<file path="src/rtl/mem_bus_arbiter_pkg.sv">
// Shared types and constants for the fetch/load-store memory bus arbiter.
package mem_arb_pkg;

    typedef enum logic [1:0] {
        IDLE    = 2'd0,
        GRANT_I = 2'd1,
        GRANT_D = 2'd2
    } arb_state_e;

    typedef enum logic {
        OWN_I = 1'b0,
        OWN_D = 1'b1
    } owner_e;

    // Wide enough for any practical DATA_W; users slice the low DATA_W/8 bits.
    localparam logic [127:0] MASK_ALL = '1;

    // A lone requester wins; on a tie the requester that did not win last time goes.
    function automatic owner_e pick_winner(input logic i_req, input logic d_req,
                                           input owner_e last);
        if (i_req && d_req) return (last == OWN_I) ? OWN_D : OWN_I;
        if (d_req)          return OWN_D;
        return OWN_I;
    endfunction

endpackage

</file>
<file path="src/rtl/mem_bus_arbiter_if.sv">
// Unified memory bus between the arbiter (master) and the memory wrapper (slave).
interface mem_bus_arbiter_if #(
    parameter int ADDR_W = 32,
    parameter int DATA_W = 32
);
    localparam int MASK_W = DATA_W / 8;

    logic              mem_request;
    logic              mem_we_re;
    logic [MASK_W-1:0] mem_mask;
    logic [ADDR_W-1:0] mem_addr;
    logic [DATA_W-1:0] mem_wdata;
    logic [DATA_W-1:0] mem_rdata;
    logic              mem_valid;

    modport master (
        output mem_request, mem_we_re, mem_mask, mem_addr, mem_wdata,
        input  mem_rdata, mem_valid
    );

    modport slave (
        input  mem_request, mem_we_re, mem_mask, mem_addr, mem_wdata,
        output mem_rdata, mem_valid
    );

endinterface

</file>
<file path="src/rtl/mem_timeout_counter.sv">
// Counts grant cycles without a bus response; expired flags the last allowed cycle.
module mem_timeout_counter #(
    parameter int TIMEOUT = 64
) (
    input  logic clk,
    input  logic rst,
    input  logic clear,
    input  logic enable,
    output logic expired
);

    if (TIMEOUT == 0) begin : g_disabled
        assign expired = 1'b0;
    end else begin : g_enabled
        localparam int CNT_W = (TIMEOUT > 1) ? $clog2(TIMEOUT) : 1;
        localparam logic [CNT_W-1:0] LAST = CNT_W'(TIMEOUT - 1);

        logic [CNT_W-1:0] count;

        // NOTE: state registers use non-blocking (<=) so every flop samples pre-edge values.
        always_ff @(posedge clk) begin
            if (rst || clear) begin
                count <= '0;
            end else if (enable) begin
                count <= count + 1'b1;
            end
        end

        assign expired = (count == LAST);
    end

endmodule

</file>
<file path="src/rtl/mem_bus_arbiter.sv">
// Arbitrates fetch and load/store requests onto one memory bus, one transaction at a time.
module mem_bus_arbiter
    import mem_arb_pkg::*;
#(
    parameter int ADDR_W  = 32,
    parameter int DATA_W  = 32,
    parameter int TIMEOUT = 64
) (
    input  logic                clk,
    input  logic                rst,

    input  logic                i_request,
    input  logic [ADDR_W-1:0]   i_addr,
    output logic [DATA_W-1:0]   i_rdata,
    output logic                i_valid,

    input  logic                d_request,
    input  logic                d_we_re,
    input  logic [DATA_W/8-1:0] d_mask,
    input  logic [ADDR_W-1:0]   d_addr,
    input  logic [DATA_W-1:0]   d_wdata,
    output logic [DATA_W-1:0]   d_rdata,
    output logic                d_valid,

    mem_bus_arbiter_if.master   mem,

    output logic                err
);

    localparam int MASK_W = DATA_W / 8;

    arb_state_e        state_q, state_d;
    owner_e            last_q, last_d;
    owner_e            winner;
    logic              done;
    logic              cnt_clear, cnt_enable, expired;
    logic [DATA_W-1:0] resp_data;

    logic              req_d, we_d;
    logic [MASK_W-1:0] mask_d;
    logic [ADDR_W-1:0] addr_d;
    logic [DATA_W-1:0] wdata_d;

    mem_timeout_counter #(.TIMEOUT(TIMEOUT)) u_timeout (
        .clk     (clk),
        .rst     (rst),
        .clear   (cnt_clear),
        .enable  (cnt_enable),
        .expired (expired)
    );

    always_ff @(posedge clk) begin
        if (rst) begin
            state_q         <= IDLE;
            last_q          <= OWN_I;
            mem.mem_request <= 1'b0;
            mem.mem_we_re   <= 1'b0;
            mem.mem_mask    <= '0;
            mem.mem_addr    <= '0;
            mem.mem_wdata   <= '0;
        end else begin
            state_q         <= state_d;
            last_q          <= last_d;
            mem.mem_request <= req_d;
            mem.mem_we_re   <= we_d;
            mem.mem_mask    <= mask_d;
            mem.mem_addr    <= addr_d;
            mem.mem_wdata   <= wdata_d;
        end
    end

    always_comb begin
        // NOTE: every output gets a default first so no path leaves a latch behind.
        state_d    = state_q;
        last_d     = last_q;
        winner     = OWN_I;
        done       = 1'b0;
        cnt_clear  = 1'b0;
        cnt_enable = 1'b0;
        resp_data  = '0;
        req_d      = 1'b0;
        we_d       = 1'b0;
        mask_d     = '0;
        addr_d     = '0;
        wdata_d    = '0;
        i_valid    = 1'b0;
        i_rdata    = '0;
        d_valid    = 1'b0;
        d_rdata    = '0;
        err        = 1'b0;

        unique case (state_q)
            IDLE: begin
                cnt_clear = 1'b1;
                if (i_request || d_request) begin
                    winner = pick_winner(i_request, d_request, last_q);
                    last_d = winner;
                    req_d  = 1'b1;
                    if (winner == OWN_D) begin
                        state_d = GRANT_D;
                        we_d    = d_we_re;
                        mask_d  = d_mask;
                        addr_d  = d_addr;
                        wdata_d = d_wdata;
                    end else begin
                        state_d = GRANT_I;
                        mask_d  = MASK_ALL[MASK_W-1:0];
                        addr_d  = i_addr;
                    end
                end
            end

            GRANT_I, GRANT_D: begin
                // A response in the expiry cycle wins over the timeout.
                done      = mem.mem_valid || expired;
                resp_data = mem.mem_valid ? mem.mem_rdata : '0;
                if (done) begin
                    state_d = IDLE;
                    // A reset edge abandons the transaction silently.
                    if (!rst) begin
                        err = !mem.mem_valid;
                        if (state_q == GRANT_I) begin
                            i_valid = 1'b1;
                            i_rdata = resp_data;
                        end else begin
                            d_valid = 1'b1;
                            d_rdata = resp_data;
                        end
                    end
                end else begin
                    cnt_enable = 1'b1;
                    req_d      = 1'b1;
                    we_d       = mem.mem_we_re;
                    mask_d     = mem.mem_mask;
                    addr_d     = mem.mem_addr;
                    wdata_d    = mem.mem_wdata;
                end
            end

            default: state_d = IDLE;
        endcase
    end

endmodule

</file>
<file path="src/flat_wrapper.sv">
// flat-port wrapper written by rule: the top's interface ports become plain ports
module mem_bus_arbiter_flat import mem_arb_pkg::*;
#(
    parameter int ADDR_W  = 32,
    parameter int DATA_W  = 32,
    parameter int TIMEOUT = 64
)
  (clk, rst, i_request, i_addr, i_rdata, i_valid, d_request, d_we_re, d_mask, d_addr, d_wdata, d_rdata, d_valid, err, mem_mem_request, mem_mem_we_re, mem_mem_mask, mem_mem_addr, mem_mem_wdata, mem_mem_rdata, mem_mem_valid);
  mem_bus_arbiter_if #(.ADDR_W(ADDR_W), .DATA_W(DATA_W)) mem_i ();
  input  logic clk;
  input  logic rst;
  input  logic i_request;
  input  logic [ADDR_W-1:0] i_addr;
  output logic [DATA_W-1:0] i_rdata;
  output logic i_valid;
  input  logic d_request;
  input  logic d_we_re;
  input  logic [DATA_W/8-1:0] d_mask;
  input  logic [ADDR_W-1:0] d_addr;
  input  logic [DATA_W-1:0] d_wdata;
  output logic [DATA_W-1:0] d_rdata;
  output logic d_valid;
  output logic err;
  output wire logic [$bits(mem_i.mem_request)-1:0] mem_mem_request;
  output wire logic [$bits(mem_i.mem_we_re)-1:0] mem_mem_we_re;
  output wire logic [$bits(mem_i.mem_mask)-1:0] mem_mem_mask;
  output wire logic [$bits(mem_i.mem_addr)-1:0] mem_mem_addr;
  output wire logic [$bits(mem_i.mem_wdata)-1:0] mem_mem_wdata;
  input wire logic [$bits(mem_i.mem_rdata)-1:0] mem_mem_rdata;
  input wire logic [$bits(mem_i.mem_valid)-1:0] mem_mem_valid;
  assign mem_mem_request = mem_i.mem_request;
  assign mem_mem_we_re = mem_i.mem_we_re;
  assign mem_mem_mask = mem_i.mem_mask;
  assign mem_mem_addr = mem_i.mem_addr;
  assign mem_mem_wdata = mem_i.mem_wdata;
  assign mem_i.mem_rdata = mem_mem_rdata;
  assign mem_i.mem_valid = mem_mem_valid;
  mem_bus_arbiter #(.ADDR_W(ADDR_W), .DATA_W(DATA_W), .TIMEOUT(TIMEOUT)) u_core (.clk(clk), .rst(rst), .i_request(i_request), .i_addr(i_addr), .i_rdata(i_rdata), .i_valid(i_valid), .d_request(d_request), .d_we_re(d_we_re), .d_mask(d_mask), .d_addr(d_addr), .d_wdata(d_wdata), .d_rdata(d_rdata), .d_valid(d_valid), .mem(mem_i), .err(err));
endmodule
</file>
<file path="config.mk">
export PLATFORM = sky130hd
export DESIGN_NAME = mem_bus_arbiter_flat
export DESIGN_NICKNAME = d
export VERILOG_FILES = /design/src/rtl/mem_bus_arbiter_pkg.sv /design/src/rtl/mem_bus_arbiter_if.sv /design/src/rtl/mem_timeout_counter.sv /design/src/rtl/mem_bus_arbiter.sv /design/src/flat_wrapper.sv
export SDC_FILE = /design/constraint.sdc
export NUM_CORES = 1
export LEC_CHECK = 0
export CORE_MARGIN = 5
export CORE_UTILIZATION = 35
export CTS_CLUSTER_DIAMETER = 40
export DETAILED_ROUTE_END_ITERATION = 8
export PLACE_DENSITY = 0.81
export REMOVE_ABC_BUFFERS = 1
export SYNTH_ARGS = -nofsm -noshare
export SYNTH_HDL_FRONTEND = slang
export SYNTH_SLANG_ARGS = --single-unit
</file>
<file path="constraint.sdc">
create_clock -name clk -period 5 [get_ports clk]
set_input_delay 1 -clock clk [delete_from_list [all_inputs] [get_ports clk]]
set_output_delay 1 -clock clk [all_outputs]
set_load 0.02 [all_outputs]
</file>
==> results.cfg <==
[status]
result_of_the_run = finished clean

[floorplan]
initial_utilization_pct = 35.6
pin_count = 275
chipHeight_um = 115
core_area_um2 = 10800
die_x_um = 115
die_area_um2 = 13200
rows = 38

[global_routing]
global_route.overflow_total = 0
via_count_of_the_first_global_routing_pass = 4102
grt_pass1_wl_mm = 21.3
maximum_number_of_pins_on_one_net_before_global_route_repair = 48
groute.usage.overall_pct = 20.8
initial_antenna_violation_count = 6

[sta]
worst_hold_slack_across_all_endpoints_ns = 0.452
shortest_clock_period_the_worst_path_allows_after_layout_ns = 4.22
final-hold-violation-count = 0
transition_time_at_the_pin_with_the_least_slew_margin_ns = 0.996
clock_skew_ns = 0.0114
final-max-slew-violation-count = 0
grt_setup_unrepaired = no
worst_slew_margin_rel_pct = 33.6
post-route-period-util_pct = 84.3
fmaxAchievable_mhz = 237
timing.setup.tns_ns = 0
finalSetupViolCount = 0

[final_layout]
areaGrowthSynthToFinish_pct = 79.0
final_cell_count_no_fill = 828
final_net_count = 819
fin_util_pct = 63.7
drive_gt1_share_pct = 8.50

[critical_path]
cp_num_buf_inv = 2
critPathLaunchType = primary input
slowest_stage_cell_cp = sky130_fd_sc_hd__and3_1
cp_slowest_stage_delay_ns = 0.70
critical_path.cell_chain = clkdlybuf4s50_1, nor2b_1, and3_1, and2_1, clkdlybuf4s50_1
critPathCaptureType = output pin
critical_path.top_delay_family = simple AND/OR/NAND/NOR gates
critical_path_arrival_ns = 3.22
cp.required_ns = 4.00
path_class = primary input to output pin
critical-path-top-cell-by-count = sky130_fd_sc_hd__clkdlybuf4s50_1
path_max_fanout = 32

[clock_tree]
hold_buf_count_cts = 0
max-clock-path-buffers = 2
worstSkewPairLatency_ns = 0.35
cts_repair_resize_count = 0
ctsHtreeMaxLevel = 3
clk_pin_slew_worst_paths_ns = 0.08
clock-sinks = 79
cts.root.buffer_cell = sky130_fd_sc_hd__clkbuf_8
postCtsSetupRepairBufs = 0
tritoncts.num_buffers = 9
tritoncts_clock_tree = done

[synthesis]
number_of_instances_in_the_synthesized_netlist = 419
synth.distinct_cells = 37
total_of_warnings_raised_by_yosys = 0
synthArstFlopShare_pct = 0
mappedNetlistArea_um2 = 3840
synth.ff_latch_count = 79
synth_top_flop_cell = sky130_fd_sc_hd__dfxtp_1
syn_avg_cell_area_um2 = 9.16
synth_edf_count = 0
synth-seq-area-share_pct = 41.2

[run]
timing.max_cap.violations = 0

[pwr]
p_int_uw = 1190
clock_power_share_pct = 26.9
p_comb_share_pct = 32.0
pwr-share-seq_pct = 41.1
leakage_uw = 0.00254
overall_power_of_the_completed_layout_uw = 1740
net-switching-power_uw = 549
swShare_pct = 31.5
power_density_nw_per_um2 = 254
max_rail_drop_vdd_uv = 189

[route]
antenna_violating_nets_post_route = 0
via_count = 4088
dr.pass1.iters = 4
routed_via_density = 4.94
postRouteWirelength_mm = 14.7
wire_per_inst_um = 17.7
drtIter0Drc = 169
drc_errors = 0

[min_path]
hold_path_class = register to register

[place]
globalplace.congestion = 1.01
io_buffer_count = 274
dp.cells = 805
place.detailed.hpwl_mm = 11.7
[area by class of cell]
type | count | area [µm²]
sequential | 79 | 1580
clock inverter | 5 | 58.8
clock buffer | 11 | 131
antenna | 6 | 15.0
tap | 140 | 175
fill | 917 | 3920
inverter | 3 | 11.3
timing repair buffer | 281 | 2820
multi-input combinational | 303 | 2080
[cell families after synthesis]
group / count (synthesis) / share of synthesized area [%]
and+or+nand+nor: 179 / 24.1
DFF: 79 / 41.2
AOI/OAI and AO/OA: 89 / 20.7
muxes: 29 / 7.56
buffers and inverters: 37 / 4.69
adders and majority gates: 4 / 1.30
xor gates and xnor gates: 2 / 0.456
[registers in the layout, summed over array words and instances (netlist names)]
signal                            cells
u_core.mem.mem_addr                  32
u_core.mem.mem_wdata                 32
u_core.u_timeout.g_enabled.count      6
u_core.mem.mem_mask                   4
u_core.state_q                        2
u_core.last_q                         1
u_core.mem.mem_request                1
u_core.mem.mem_we_re                  1
[final timing paths]
check / startpoint / endpoint / slack [ns] / depth (start not counted)
max: rst / i_rdata[20] / 0.78 / 5
min: u_core.mem.mem_wdata[23]$_SDFFE_PP0P_ / u_core.mem.mem_wdata[23]$_SDFFE_PP0P_ / 0.45 / 2
max reg2reg: u_core.state_q[0]$_SDFFE_PP0P_ / u_core.mem.mem_mask[0]$_SDFFE_PP0P_ / 2.57 / 6
min reg2reg: u_core.mem.mem_wdata[23]$_SDFFE_PP0P_ / u_core.mem.mem_wdata[23]$_SDFFE_PP0P_ / 0.45 / 2
[placed cells by master (no fill, tap or decap), types with 4 or more instances in the layout]
| cell | count |
|---|---|
| sky130_fd_sc_hd__nand2_1 | 51 |
| sky130_fd_sc_hd__clkdlybuf4s50_1 | 274 |
| sky130_fd_sc_hd__a21oi_1 | 41 |
| sky130_fd_sc_hd__diode_2 | 6 |
| sky130_fd_sc_hd__a211o_1 | 4 |
| sky130_fd_sc_hd__ha_1 | 4 |
| sky130_fd_sc_hd__mux2i_1 | 29 |
| sky130_fd_sc_hd__o2bb2ai_2 | 30 |
| sky130_fd_sc_hd__and2_1 | 64 |
| sky130_fd_sc_hd__nor2_1 | 11 |
| sky130_fd_sc_hd__clkbuf_8 | 9 |
| sky130_fd_sc_hd__nand3_1 | 36 |
| sky130_fd_sc_hd__buf_4 | 6 |
| sky130_fd_sc_hd__dfxtp_1 | 79 |
[power groups by stage]
stage / combinational (µW) / sequential (µW) / clock (µW)
final: 558 / 717 / 468
after global routing: 592 / 724 / 507
after CTS: 556 / 717 / 483
after detailed placement: 555 / 731 / 0
after global placement: 545 / 728 / 0
after floorplan: 189 / 790 / 0
[worst register-to-register path, cell delays in order, from the launching register on]
cell and delay, ns:
sky130_fd_sc_hd__dfxtp_1 0.38, sky130_fd_sc_hd__inv_1 0.06, sky130_fd_sc_hd__ha_1 0.33, sky130_fd_sc_hd__nor2b_1 0.32, sky130_fd_sc_hd__o21a_1 0.21, sky130_fd_sc_hd__or3_2 0.79, sky130_fd_sc_hd__o2bb2ai_1 0.19
[stage by stage]
stage / setup slack (ns) / area [µm²]
floorplan: 0.528 / 3670
global placement: 0.921 / 6640
detailed placement: 0.803 / 6640
CTS: 0.803 / 6830
global route: 0.615 / 6870
finish: 0.783 / 6870
[cell usage after synthesis, types with 2 or more instances]
library cell | count | area, µm²
sky130_fd_sc_hd__buf_1 | 2 | 7.51
sky130_fd_sc_hd__clkbuf_1 | 14 | 52.6
sky130_fd_sc_hd__buf_2 | 15 | 75.1
sky130_fd_sc_hd__dfxtp_1 | 79 | 1580
sky130_fd_sc_hd__o21ai_0 | 2 | 10.0
sky130_fd_sc_hd__o31ai_1 | 3 | 22.5
sky130_fd_sc_hd__nand3_1 | 36 | 180
sky130_fd_sc_hd__nor3b_1 | 2 | 15.0
sky130_fd_sc_hd__a211o_1 | 4 | 35.0
sky130_fd_sc_hd__o2bb2ai_2 | 30 | 450
sky130_fd_sc_hd__a21oi_1 | 41 | 205
sky130_fd_sc_hd__nor3_1 | 2 | 10.0
sky130_fd_sc_hd__and3_1 | 2 | 12.5
sky130_fd_sc_hd__or3_1 | 3 | 18.8
sky130_fd_sc_hd__ha_1 | 4 | 50.1
sky130_fd_sc_hd__o2bb2ai_1 | 3 | 26.3
sky130_fd_sc_hd__inv_1 | 3 | 11.3
sky130_fd_sc_hd__and2_1 | 64 | 400
sky130_fd_sc_hd__nand2_1 | 51 | 191
sky130_fd_sc_hd__mux2i_1 | 29 | 290
sky130_fd_sc_hd__nor2b_1 | 2 | 12.5
sky130_fd_sc_hd__nor2_1 | 11 | 41.3
sky130_fd_sc_hd__buf_6 | 3 | 33.8
[layer usage]
layer	wire [µm]	global-route usage, %	vias to the layer above
li1	-	-	1988
met2	8010	39.4	184
met1	4850	20.1	1885
met3	1230	4.68	31
met4	571	13.5	0
met5	0	0	-
Power figures use the tool's default switching activity.
